[config.mk]
export PLATFORM = sky130hd
export DESIGN_NAME = mem_stage_flat
export DESIGN_NICKNAME = d
export VERILOG_FILES = /design/src/rtl/mem_stage_if.sv /design/src/rtl/mem_stage.sv /design/src/flat_wrapper.sv
export SDC_FILE = /design/constraint.sdc
export NUM_CORES = 1
export LEC_CHECK = 0
export ABC_AREA = 1
export BUFFER_PORTS_ARGS = -buffer_cell sky130_fd_sc_hd__buf_4
export CAP_MARGIN = 20
export CORE_MARGIN = 1
export CORE_UTILIZATION = 45
export CTS_CLUSTER_DIAMETER = 30
export DETAILED_ROUTE_END_ITERATION = 6
export GPL_TIMING_DRIVEN = 1
export PLACE_DENSITY = 0.84
export SYNTH_ARGS = -nofsm -noshare
export SYNTH_HDL_FRONTEND = slang
export SYNTH_SLANG_ARGS = --single-unit
export TNS_END_PERCENT = 10
[constraint.sdc]
create_clock -name clk -period 2 [get_ports clk]
set_clock_uncertainty 0.2 [all_clocks]
set_input_delay 0.2 -clock clk [delete_from_list [all_inputs] [get_ports clk]]
set_output_delay 0.2 -clock clk [all_outputs]
set_load 0.02 [all_outputs]
[src/rtl/mem_stage_if.sv]
// Data-memory handshake between the MEM stage (master) and data memory (slave).
interface mem_stage_if;
    localparam int unsigned DATA_W = 32;

    logic              dmem_req;
    logic              dmem_we;
    logic [DATA_W-1:0] dmem_addr;
    logic [DATA_W-1:0] dmem_wdata;
    logic [DATA_W-1:0] dmem_rdata;
    logic              dmem_ack;

    modport master (
        output dmem_req, dmem_we, dmem_addr, dmem_wdata,
        input  dmem_rdata, dmem_ack
    );

    modport slave (
        input  dmem_req, dmem_we, dmem_addr, dmem_wdata,
        output dmem_rdata, dmem_ack
    );
endinterface

[src/rtl/mem_stage.sv]
// Pipeline memory stage: issues loads/stores on a variable-latency data-memory
// handshake, stalls the pipe while an access is outstanding, and registers the
// MEM/WB values. Timed-out accesses raise a sticky bus-error flag.
// Optional: define MEM_ALIGN_CHECK_EN to reject misaligned accesses as bus errors.
module mem_stage #(
    parameter int unsigned MAX_WAIT = 15,
    parameter int unsigned CNT_W    = 8
) (
    input  logic        clk,
    input  logic        rst_n,
    input  logic        flush,
    input  logic [31:0] Result_EX,
    input  logic [31:0] WrDat_EX,
    input  logic [4:0]  WriteReg_EX,
    input  logic        RegWrite_EX,
    input  logic        MemToReg_EX,
    input  logic        MemWrite_EX,
    mem_stage_if.master dmem,
    output logic        Stall_MEM,
    output logic [31:0] ReadData_MEM,
    output logic [31:0] Result_MEM,
    output logic [4:0]  WriteReg_MEM,
    output logic        RegWrite_MEM,
    output logic        MemToReg_MEM,
    output logic        MemErr_MEM
);
    localparam int unsigned DATA_W = 32;
    localparam int unsigned REG_W  = 5;

    typedef enum logic [1:0] {
        IDLE  = 2'd0,
        WAIT  = 2'd1,
        DRAIN = 2'd2
    } stateT;

    stateT            state;
    stateT            stateNext;
    logic [CNT_W-1:0] waitCnt;
    logic [CNT_W-1:0] waitCntNext;
    logic             op;
    logic             misaligned;
    logic             timeout;
    logic             memReq;
    logic             stall;
    logic             bubble;
    logic             setErr;

    assign op = MemToReg_EX | MemWrite_EX;

`ifdef MEM_ALIGN_CHECK_EN
    assign misaligned = op & (|Result_EX[1:0]);
`else
    assign misaligned = 1'b0;
`endif

    // waitCnt counts completed WAIT/DRAIN cycles; the cycle in which it would
    // reach MAX_WAIT is the last one the access is allowed.
    assign timeout = (waitCnt == CNT_W'(MAX_WAIT - 1));

    // Next-state and handshake/stall decode.
    always_comb begin
        stateNext   = state;
        waitCntNext = waitCnt;
        memReq      = 1'b0;
        stall       = 1'b0;
        bubble      = 1'b0;
        setErr      = 1'b0;
        unique case (state)
            IDLE: begin
                if (misaligned) begin
                    setErr = 1'b1;
                    bubble = 1'b1;
                end else if (op) begin
                    memReq = 1'b1;
                    if (!dmem.dmem_ack) begin
                        stall       = 1'b1;
                        waitCntNext = '0;
                        // A request already on the bus must complete even if squashed.
                        stateNext   = flush ? DRAIN : WAIT;
                    end
                end
            end
            WAIT: begin
                memReq      = 1'b1;
                waitCntNext = waitCnt + CNT_W'(1);
                if (dmem.dmem_ack) begin
                    stateNext = IDLE;
                end else if (timeout) begin
                    setErr    = 1'b1;
                    bubble    = 1'b1;
                    stateNext = IDLE;
                end else begin
                    stall = 1'b1;
                    if (flush) begin
                        stateNext = DRAIN;
                    end
                end
            end
            DRAIN: begin
                memReq      = 1'b1;
                stall       = 1'b1;
                waitCntNext = waitCnt + CNT_W'(1);
                if (dmem.dmem_ack) begin
                    stateNext = IDLE;
                end else if (timeout) begin
                    setErr    = 1'b1;
                    stateNext = IDLE;
                end
            end
            default: stateNext = IDLE;
        endcase
    end

    // Bus and stall outputs are combinational; forced low while in reset.
    assign dmem.dmem_req   = memReq & rst_n;
    assign dmem.dmem_we    = MemWrite_EX;
    assign dmem.dmem_addr  = {Result_EX[DATA_W-1:2], 2'b00};
    assign dmem.dmem_wdata = WrDat_EX;
    assign Stall_MEM       = stall & rst_n;

    // FSM state and wait counter.
    always_ff @(posedge clk or negedge rst_n) begin
        if (!rst_n) begin
            state   <= IDLE;
            waitCnt <= '0;
        end else begin
            state   <= stateNext;
            waitCnt <= waitCntNext;
        end
    end

    // MEM/WB register: flush clears, stalls/aborts insert a bubble, else load.
    always_ff @(posedge clk or negedge rst_n) begin
        if (!rst_n) begin
            ReadData_MEM <= '0;
            Result_MEM   <= '0;
            WriteReg_MEM <= '0;
            RegWrite_MEM <= 1'b0;
            MemToReg_MEM <= 1'b0;
        end else if (flush) begin
            ReadData_MEM <= '0;
            Result_MEM   <= '0;
            WriteReg_MEM <= '0;
            RegWrite_MEM <= 1'b0;
            MemToReg_MEM <= 1'b0;
        end else if (stall | bubble) begin
            RegWrite_MEM <= 1'b0;
            MemToReg_MEM <= 1'b0;
        end else begin
            Result_MEM   <= Result_EX;
            WriteReg_MEM <= WriteReg_EX[REG_W-1:0];
            RegWrite_MEM <= RegWrite_EX;
            MemToReg_MEM <= MemToReg_EX;
            if (MemToReg_EX) begin
                ReadData_MEM <= dmem.dmem_rdata;
            end
        end
    end

    // Sticky bus-error flag.
    always_ff @(posedge clk or negedge rst_n) begin
        if (!rst_n) begin
            MemErr_MEM <= 1'b0;
        end else if (setErr) begin
            MemErr_MEM <= 1'b1;
        end
    end
endmodule

[src/flat_wrapper.sv]
// flat-port wrapper written by rule: the top's interface ports become plain ports
module mem_stage_flat 
#(
    parameter int unsigned MAX_WAIT = 15,
    parameter int unsigned CNT_W    = 8
)
  (clk, rst_n, flush, Result_EX, WrDat_EX, WriteReg_EX, RegWrite_EX, MemToReg_EX, MemWrite_EX, Stall_MEM, ReadData_MEM, Result_MEM, WriteReg_MEM, RegWrite_MEM, MemToReg_MEM, MemErr_MEM, dmem_dmem_req, dmem_dmem_we, dmem_dmem_addr, dmem_dmem_wdata, dmem_dmem_rdata, dmem_dmem_ack);
  mem_stage_if dmem_i ();
  input  logic clk;
  input  logic rst_n;
  input  logic flush;
  input  logic [31:0] Result_EX;
  input  logic [31:0] WrDat_EX;
  input  logic [4:0] WriteReg_EX;
  input  logic RegWrite_EX;
  input  logic MemToReg_EX;
  input  logic MemWrite_EX;
  output logic Stall_MEM;
  output logic [31:0] ReadData_MEM;
  output logic [31:0] Result_MEM;
  output logic [4:0] WriteReg_MEM;
  output logic RegWrite_MEM;
  output logic MemToReg_MEM;
  output logic MemErr_MEM;
  output wire logic [$bits(dmem_i.dmem_req)-1:0] dmem_dmem_req;
  output wire logic [$bits(dmem_i.dmem_we)-1:0] dmem_dmem_we;
  output wire logic [$bits(dmem_i.dmem_addr)-1:0] dmem_dmem_addr;
  output wire logic [$bits(dmem_i.dmem_wdata)-1:0] dmem_dmem_wdata;
  input wire logic [$bits(dmem_i.dmem_rdata)-1:0] dmem_dmem_rdata;
  input wire logic [$bits(dmem_i.dmem_ack)-1:0] dmem_dmem_ack;
  assign dmem_dmem_req = dmem_i.dmem_req;
  assign dmem_dmem_we = dmem_i.dmem_we;
  assign dmem_dmem_addr = dmem_i.dmem_addr;
  assign dmem_dmem_wdata = dmem_i.dmem_wdata;
  assign dmem_i.dmem_rdata = dmem_dmem_rdata;
  assign dmem_i.dmem_ack = dmem_dmem_ack;
  mem_stage #(.MAX_WAIT(MAX_WAIT), .CNT_W(CNT_W)) u_core (.clk(clk), .rst_n(rst_n), .flush(flush), .Result_EX(Result_EX), .WrDat_EX(WrDat_EX), .WriteReg_EX(WriteReg_EX), .RegWrite_EX(RegWrite_EX), .MemToReg_EX(MemToReg_EX), .MemWrite_EX(MemWrite_EX), .dmem(dmem_i), .Stall_MEM(Stall_MEM), .ReadData_MEM(ReadData_MEM), .Result_MEM(Result_MEM), .WriteReg_MEM(WriteReg_MEM), .RegWrite_MEM(RegWrite_MEM), .MemToReg_MEM(MemToReg_MEM), .MemErr_MEM(MemErr_MEM));
endmodule
==> results of run 1 <==
==> how the worst max path moves through the flow <==
stage / to / slack (ns) / start
final: Stall_MEM / -0.06 / u_core.state[1]$_DFFE_PN0P_
after global routing: u_core.Result_MEM[1]$_DFFE_PN0P_ / -0.13 / u_core.waitCnt[0]$_DFFE_PN0P_
after CTS: u_core.Result_MEM[21]$_DFFE_PN0P_ / -0.12 / u_core.waitCnt[0]$_DFFE_PN0P_
after detailed placement: u_core.Result_MEM[1]$_DFFE_PN0P_ / -0.13 / u_core.waitCnt[0]$_DFFE_PN0P_
after global placement: u_core.WriteReg_MEM[0]$_DFFE_PN0P_ / -0.01 / u_core.waitCnt[0]$_DFFE_PN0P_
after floorplan: u_core.WriteReg_MEM[1]$_DFFE_PN0P_ / 0.20 / u_core.waitCnt[0]$_DFFE_PN0P_
==> where the power goes <==
group          leakage, uW  switching (uW)  internal [uW]
clock network    0.0000921             585            569
registers          0.00108             286           2090
logic              0.00237            2130           1460
==> stage by stage <==
step           TNS, ns  worst slack (ns)  util, %  power [uW]
2_1_floorplan        0             0.198        -        4460
3_5_place_dp     -2.90            -0.129     57.4        5530
4_1_cts          -2.00            -0.120     67.3        6860
6_report       -0.0613           -0.0599     68.4        7120
5_1_grt          -2.76            -0.130     68.4        7500
3_3_place_gp   -0.0138           -0.0138     57.4        5410
==> cell type report <==
cell class | count | area share, %
diodes | 1 | 0.0394
clock buffers | 10 | 2.01
clock inverters | 5 | 0.886
inverters | 50 | 2.95
multi-input cells | 313 | 23.6
flip-flops and latches | 82 | 32.3
well taps | 129 | 2.54
repair buffers | 266 | 35.7
==> per-layer routing <==
metal | global-route usage (%) | vias up | part of all wire [%]
met5 | 0 | - | 0
met4 | 11.8 | 0 | 3.6
met3 | 5.22 | 51 | 7.4
met2 | 46.4 | 237 | 52
met1 | 29.2 | 1980 | 37
li1 | - | 1955 | -
==> cells in the mapped netlist, types with 2 or more instances <==
master and instances:
a21oi_1 4, buf_2 5, buf_1 3, inv_2 2, nand4_1 2, ha_1 6
nand3_2 2, nand3_1 73, a31oi_1 2, nand2_1 144, clkbuf_1 7, inv_1 48
o21ai_0 7, nor3_1 2, nand2_4 2, dfrtp_1 82, nor2_1 44, buf_6 4
buf_4 68, nand2_2 12
==> sequential cells by signal, indices dropped and copies added (netlist names) <==
signal / flops
u_core.MemToReg_MEM: 1
u_core.MemErr_MEM: 1
u_core.waitCnt: 8
u_core.ReadData_MEM: 32
u_core.Result_MEM: 32
u_core.RegWrite_MEM: 1
u_core.WriteReg_MEM: 5
u_core.state: 2
==> cells by family after synthesis <==
| group | share of synthesized area, % |
|---|---|
| DFF | 47.2 |
| and+or+nand+nor | 29.2 |
| adders and majority gates | 1.73 |
| other | 0.0862 |
| AOI/OAI and AO/OA | 2.33 |
| xor gates and xnor gates | 0.201 |
| buffers and inverters | 19.3 |
==> critical path, stage by stage (launching register included) <==
cell	delay [ns]
dfrtp_1	0.40
inv_2	0.08
ha_2	0.18
nand2_1	0.09
o21bai_4	0.19
nand2_2	0.09
nand2_4	0.08
nor2_4	0.09
buf_6	0.12
==> what timing repair did <==
item                                    CTS  global route
resized for setup                         2             9
gates cloned                              1             1
endpoints found under the setup margin   39            77
endpoints found under the hold margin   137             0
hold buffers                             71             0
buffers inserted                          1             2
pin swaps                                 0             1
==> impl_metrics.toml, run 1 <==
[status]
status = "finished, violations left"
violations = "setup timing"

[synth]
syn_avg_cell_area_um2 = 8.18
yosys_warnings = 0
synth_area_um2 = 4350
synth_area_leader_cell = "dfrtp_1"
synthTopCellsByArea = "dfrtp_1 (47%), nand2_1 (12%), buf_4 (12%)"
synth-seq-cells = 82
ys.flop_type = "dfrtp_1"
synth-async-reset-ratio_pct = 100
synth_edf_count = 0
synth_top_area_share_pct = 47.2
synthCells = 532
seq_area_frac_synth_pct = 47.2
synth_cell_types = 33

[global_route]
grt_max_degree = 83
overflow = 0
grtUsageTotal_pct = 25.7
antenna_found_initial = 1
grt_pass1_wl_um = 20000
grt_pass1_vias = 4143

[drt]
viasPerCell = 4.93
drc_errors = 0
drt-total-wl_um = 13300
vias = 4223
drtPass1Iterations = 5
drt.antenna.violating_nets = 0
dr.first_iter.drc_count = 204
avgRoutedWirePerCell_um = 15.6

[clock_tree]
clkTransAtPathRegs_ns = 0.08
clk-insertion-delay-late_ns = 0.34
clock_path_buffers = 2
ctsRootBufferMaster = "clkbuf_8"
cts_buffers = 9
tritoncts = "done"
clock_sinks = 82
cts_max_level = 3

[worst_setup_path]
worst_ep_arrival_time_ns = 1.66
crit_fanout = 3
rr_startpoint = "u_core.waitCnt[0]$_DFFE_PN0P_"
crit_type = "reg -> out"
crit_required_ns = 1.60
timing.critical_path.from_type = "flip-flop"
reg2reg_slack_ns = 0
rr_endpoint = "u_core.Result_MEM[1]$_DFFE_PN0P_"
reg2reg_depth = 10
cp-end-kind = "output port"

[min_path]
min_from = "flush"
hp-class = "in -> reg"
holdPathStages = 3
holdPathEnd = "u_core.state[1]$_DFFE_PN0P_"

[run]
drv_cap = 0

[floorplanning]
fp-row-count = 35
fp.dieW_um = 100
ios = 247
start_util_pct = 46.9
core_area_um2 = 9280
die_height_um = 100
fp.dieArea_um2 = 10100

[sta]
period_minus_slack_ns = 2.06
fin_crit_sh_pct = 103
rsz0062_at_grt = "yes"
max_freq_mhz = 485
slew_violations = 0
setup_slack_ns = -0.0599
whs_ns = 0.0439
setup_viol = 2
final_hold_viol_count = 0

[cells_and_area]
drive_gt1_share_pct = 33.2
nets = 836
regArea_um2 = 2050
nFillCells = 735
multiInputGateArea_um2 = 1500
final_common_cell = "buf_4"
design_area_um2 = 6350
fin_cells = 856
area_growth_pct = 46.0
layout_common_cells = "buf_4 (188), nand2_1 (144), dfrtp_1 (82)"

[placed_design]
portBuffers = 180
dp_hpwl_um = 7790
place_area_um2 = 5330
gp_congestion = 0.856
dp_cells = 763

[power_and_ir_drop]
leakage_uw = 0.00354
pwr_density_cell_nw_per_um2 = 1120
ir_drop_uv = 654
Power figures use the tool's default switching activity.
==> inputs of run 2 (changes only) <==
--- a/config.mk
+++ b/config.mk
@@ -9,11 +9,12 @@
 export BUFFER_PORTS_ARGS = -buffer_cell sky130_fd_sc_hd__buf_4
 export CAP_MARGIN = 20
 export CORE_MARGIN = 1
-export CORE_UTILIZATION = 45
+export CORE_UTILIZATION = 35
 export CTS_CLUSTER_DIAMETER = 30
 export DETAILED_ROUTE_END_ITERATION = 6
 export GPL_TIMING_DRIVEN = 1
-export PLACE_DENSITY = 0.84
+export MAX_ROUTING_LAYER = met4
+export PLACE_DENSITY = 0.68
 export SYNTH_ARGS = -nofsm -noshare
 export SYNTH_HDL_FRONTEND = slang
 export SYNTH_SLANG_ARGS = --single-unit
==> run 2 against run 1 <==
Compared with the run above:
- the run still ends with setup timing left
- die area rose by 28%
- sequential share of layout area fell by 0.64 points
- flip-flop and latch count did not move
- power rose by 6.1%
==> impl_metrics.toml, run 2 (same netlist as run 1, synthesis figures left out) <==
[global_route]
top_usage_layer = "met2"
gr-usage-met3_pct = 2.82
overflow = 0
antenna_found_initial = 0
grt_max_degree = 39
met1_usage_pct = 22.7
grtUsageMet2_pct = 33.1
grtUsageTotal_pct = 19.7
grt_pass1_vias = 3986
grt_pass1_wl_um = 19300

[worst_setup_path]
cp.depth = 8
timing.critical_path.from_type = "flip-flop"
worst_ep_arrival_time_ns = 1.63
crit_slowest_cell = "dfrtp_1"
crit_required_ns = 1.60
slowest_delay_ns = 0.39
rr_endpoint = "u_core.waitCnt[4]$_DFFE_PN0P_"
crit_fanout = 3
path_delay_family = "flip-flops"
endpoint = "Stall_MEM"
crit_type = "reg -> out"
reg2reg_slack_ns = 0.08
cp-startpoint = "u_core.state[1]$_DFFE_PN0P_"
rr_startpoint = "u_core.state[0]$_DFFE_PN0P_"
cp-end-kind = "output port"
reg2reg_depth = 8
cp_cell_sequence = "inv_2, ha_2, nand2_1, o21bai_4, nand2_2, nand2_4, nor2_1, buf_4"
crit_buf_inv = 2

[floorplanning]
core_area_um2 = 12100
fp-row-count = 40
die_height_um = 113
start_util_pct = 36.1
fp.dieW_um = 113
ios = 247
fp.dieArea_um2 = 12900

[run]
drv_cap = 0

[sta]
setup_viol = 1
rsz0062_at_grt = "yes"
period_minus_slack_ns = 2.03
max_freq_mhz = 493
final_hold_viol_count = 0
slew_violations = 0
setup_slack_ns = -0.0295
fin_crit_sh_pct = 101

[cells_and_area]
diodes = 0
final_util_pct = 53.7
final_common_cell = "buf_4"
area_growth_pct = 49.0
drive_gt1_share_pct = 33.0
layout_common_cells = "buf_4 (189), nand2_1 (144), dfrtp_1 (82)"
reg_top3 = "u_core.ReadData_MEM: 32 flops, u_core.Result_MEM: 32 flops, u_core.waitCnt: 8 flops"
nets = 836

[drt]
vias = 4119
drt.antenna.violating_nets = 0
drc_errors = 0
drt-total-wl_um = 12700
viasPerCell = 4.61
drtPass1Iterations = 4
avgRoutedWirePerCell_um = 14.2
dr.first_iter.drc_count = 218

[power_and_ir_drop]
pwr_density_cell_nw_per_um2 = 1170
p_total_uw = 7560
ir_drop_uv = 484
leakage_uw = 0.00358

[min_path]
hp-class = "in -> reg"
holdPathStages = 5

[placed_design]
portBuffers = 180
gp_congestion = 0.814
dp_hpwl_um = 7610

[status]
status = "finished, violations left"
violations = "setup timing"

[clock_tree]
ctsRootBufferMaster = "clkbuf_16"
clock_sinks = 82
tritoncts = "done"
cts_buffers = 9
clkTransAtPathRegs_ns = 0.06
clock_path_buffers = 2
cts_max_level = 3
clk-insertion-delay-late_ns = 0.33
==> run 2: changes by cell type in the layout (fill, tap and decap cells not counted), moves of 2 or more <==
cell       previous run  this run
ha_1                  3         5
clkbuf_16             1        10
clkinv_2              2         0
ha_2                  3         1
clkbuf_8              9         2
==> run 2: worst min-delay path by stage <==
| stage | from | to | slack [ns] |
|---|---|---|---|
| 6_report | dmem_dmem_rdata[16] | u_core.ReadData_MEM[16]$_DFFE_PN0P_ | 0.02 |
| 5_1_grt | dmem_dmem_rdata[16] | u_core.ReadData_MEM[16]$_DFFE_PN0P_ | 0.04 |
| 4_1_cts | dmem_dmem_rdata[16] | u_core.ReadData_MEM[16]$_DFFE_PN0P_ | 0.01 |
| 3_5_place_dp | rst_n | u_core.state[0]$_DFFE_PN0P_ | -0.12 |
| 3_3_place_gp | rst_n | u_core.state[0]$_DFFE_PN0P_ | -0.12 |
| 2_1_floorplan | rst_n | u_core.MemErr_MEM$_DFFE_PN0P_ | -0.30 |
==> run 2: per-stage QoR <==
| step | hold slack, ns | std cells | setup slack [ns] | area, um2 | setup TNS (ns) |
|---|---|---|---|---|---|
| floorplan | -0.296 | 533 | 0.198 | 4350 | 0 |
| global placement | -0.125 | 803 | -0.0191 | 5380 | -0.0300 |
| detailed placement | -0.122 | 803 | -0.0727 | 5380 | -1.18 |
| CTS | 0.0120 | 889 | -0.0354 | 6400 | -0.392 |
| global route | 0.0400 | 893 | -0.109 | 6480 | -0.465 |
| finish | 0.0210 | 893 | -0.0295 | 6480 | -0.0295 |
==> run 2: per-layer routing <==
| layer | wire [um] | up-vias |
|---|---|---|
| met5 | 0 | - |
| met4 | 391 | 0 |
| met3 | 713 | 31 |
| met2 | 6460 | 177 |
| met1 | 5160 | 1956 |
| li1 | - | 1955 |
==> run 2: worst reg2reg max path, stage by stage, from the launching register on <==
cell and delay, ns:
dfrtp_1 0.41, inv_2 0.06, ha_1 0.21, buf_4 0.15, nand2_1 0.08, nand2_1 0.16
or2_2 0.37, o21ai_0 0.09, nor2_1 0.07
==> run 2: what timing repair did <==
| action | in CTS | in global routing |
|---|---|---|
| buffers inserted | 1 | 1 |
| hold buffers | 71 | 0 |
| pin swaps | 4 | 3 |
| hold endpoints to repair | 152 | 0 |
| gates resized for setup | 5 | 2 |
| gates cloned | 0 | 3 |
| endpoints found under the setup margin | 39 | 45 |
==> run 2: where the power goes <==
group | switching [uW] | total [uW] | internal [uW]
combinational | 2090 | 3540 | 1450
clock | 629 | 1650 | 1020
sequential | 281 | 2370 | 2090
==> run 2: cell type report <==
| type | count | area, um2 |
|---|---|---|
| flip-flops and latches | 82 | 2050 |
| clock buffers | 12 | 256 |
| fillers | 1120 | 5580 |
| well taps | 168 | 210 |
| inverters | 50 | 188 |
| repair buffers | 265 | 2230 |
| clock inverters | 2 | 37.5 |
| multi-input cells | 314 | 1500 |
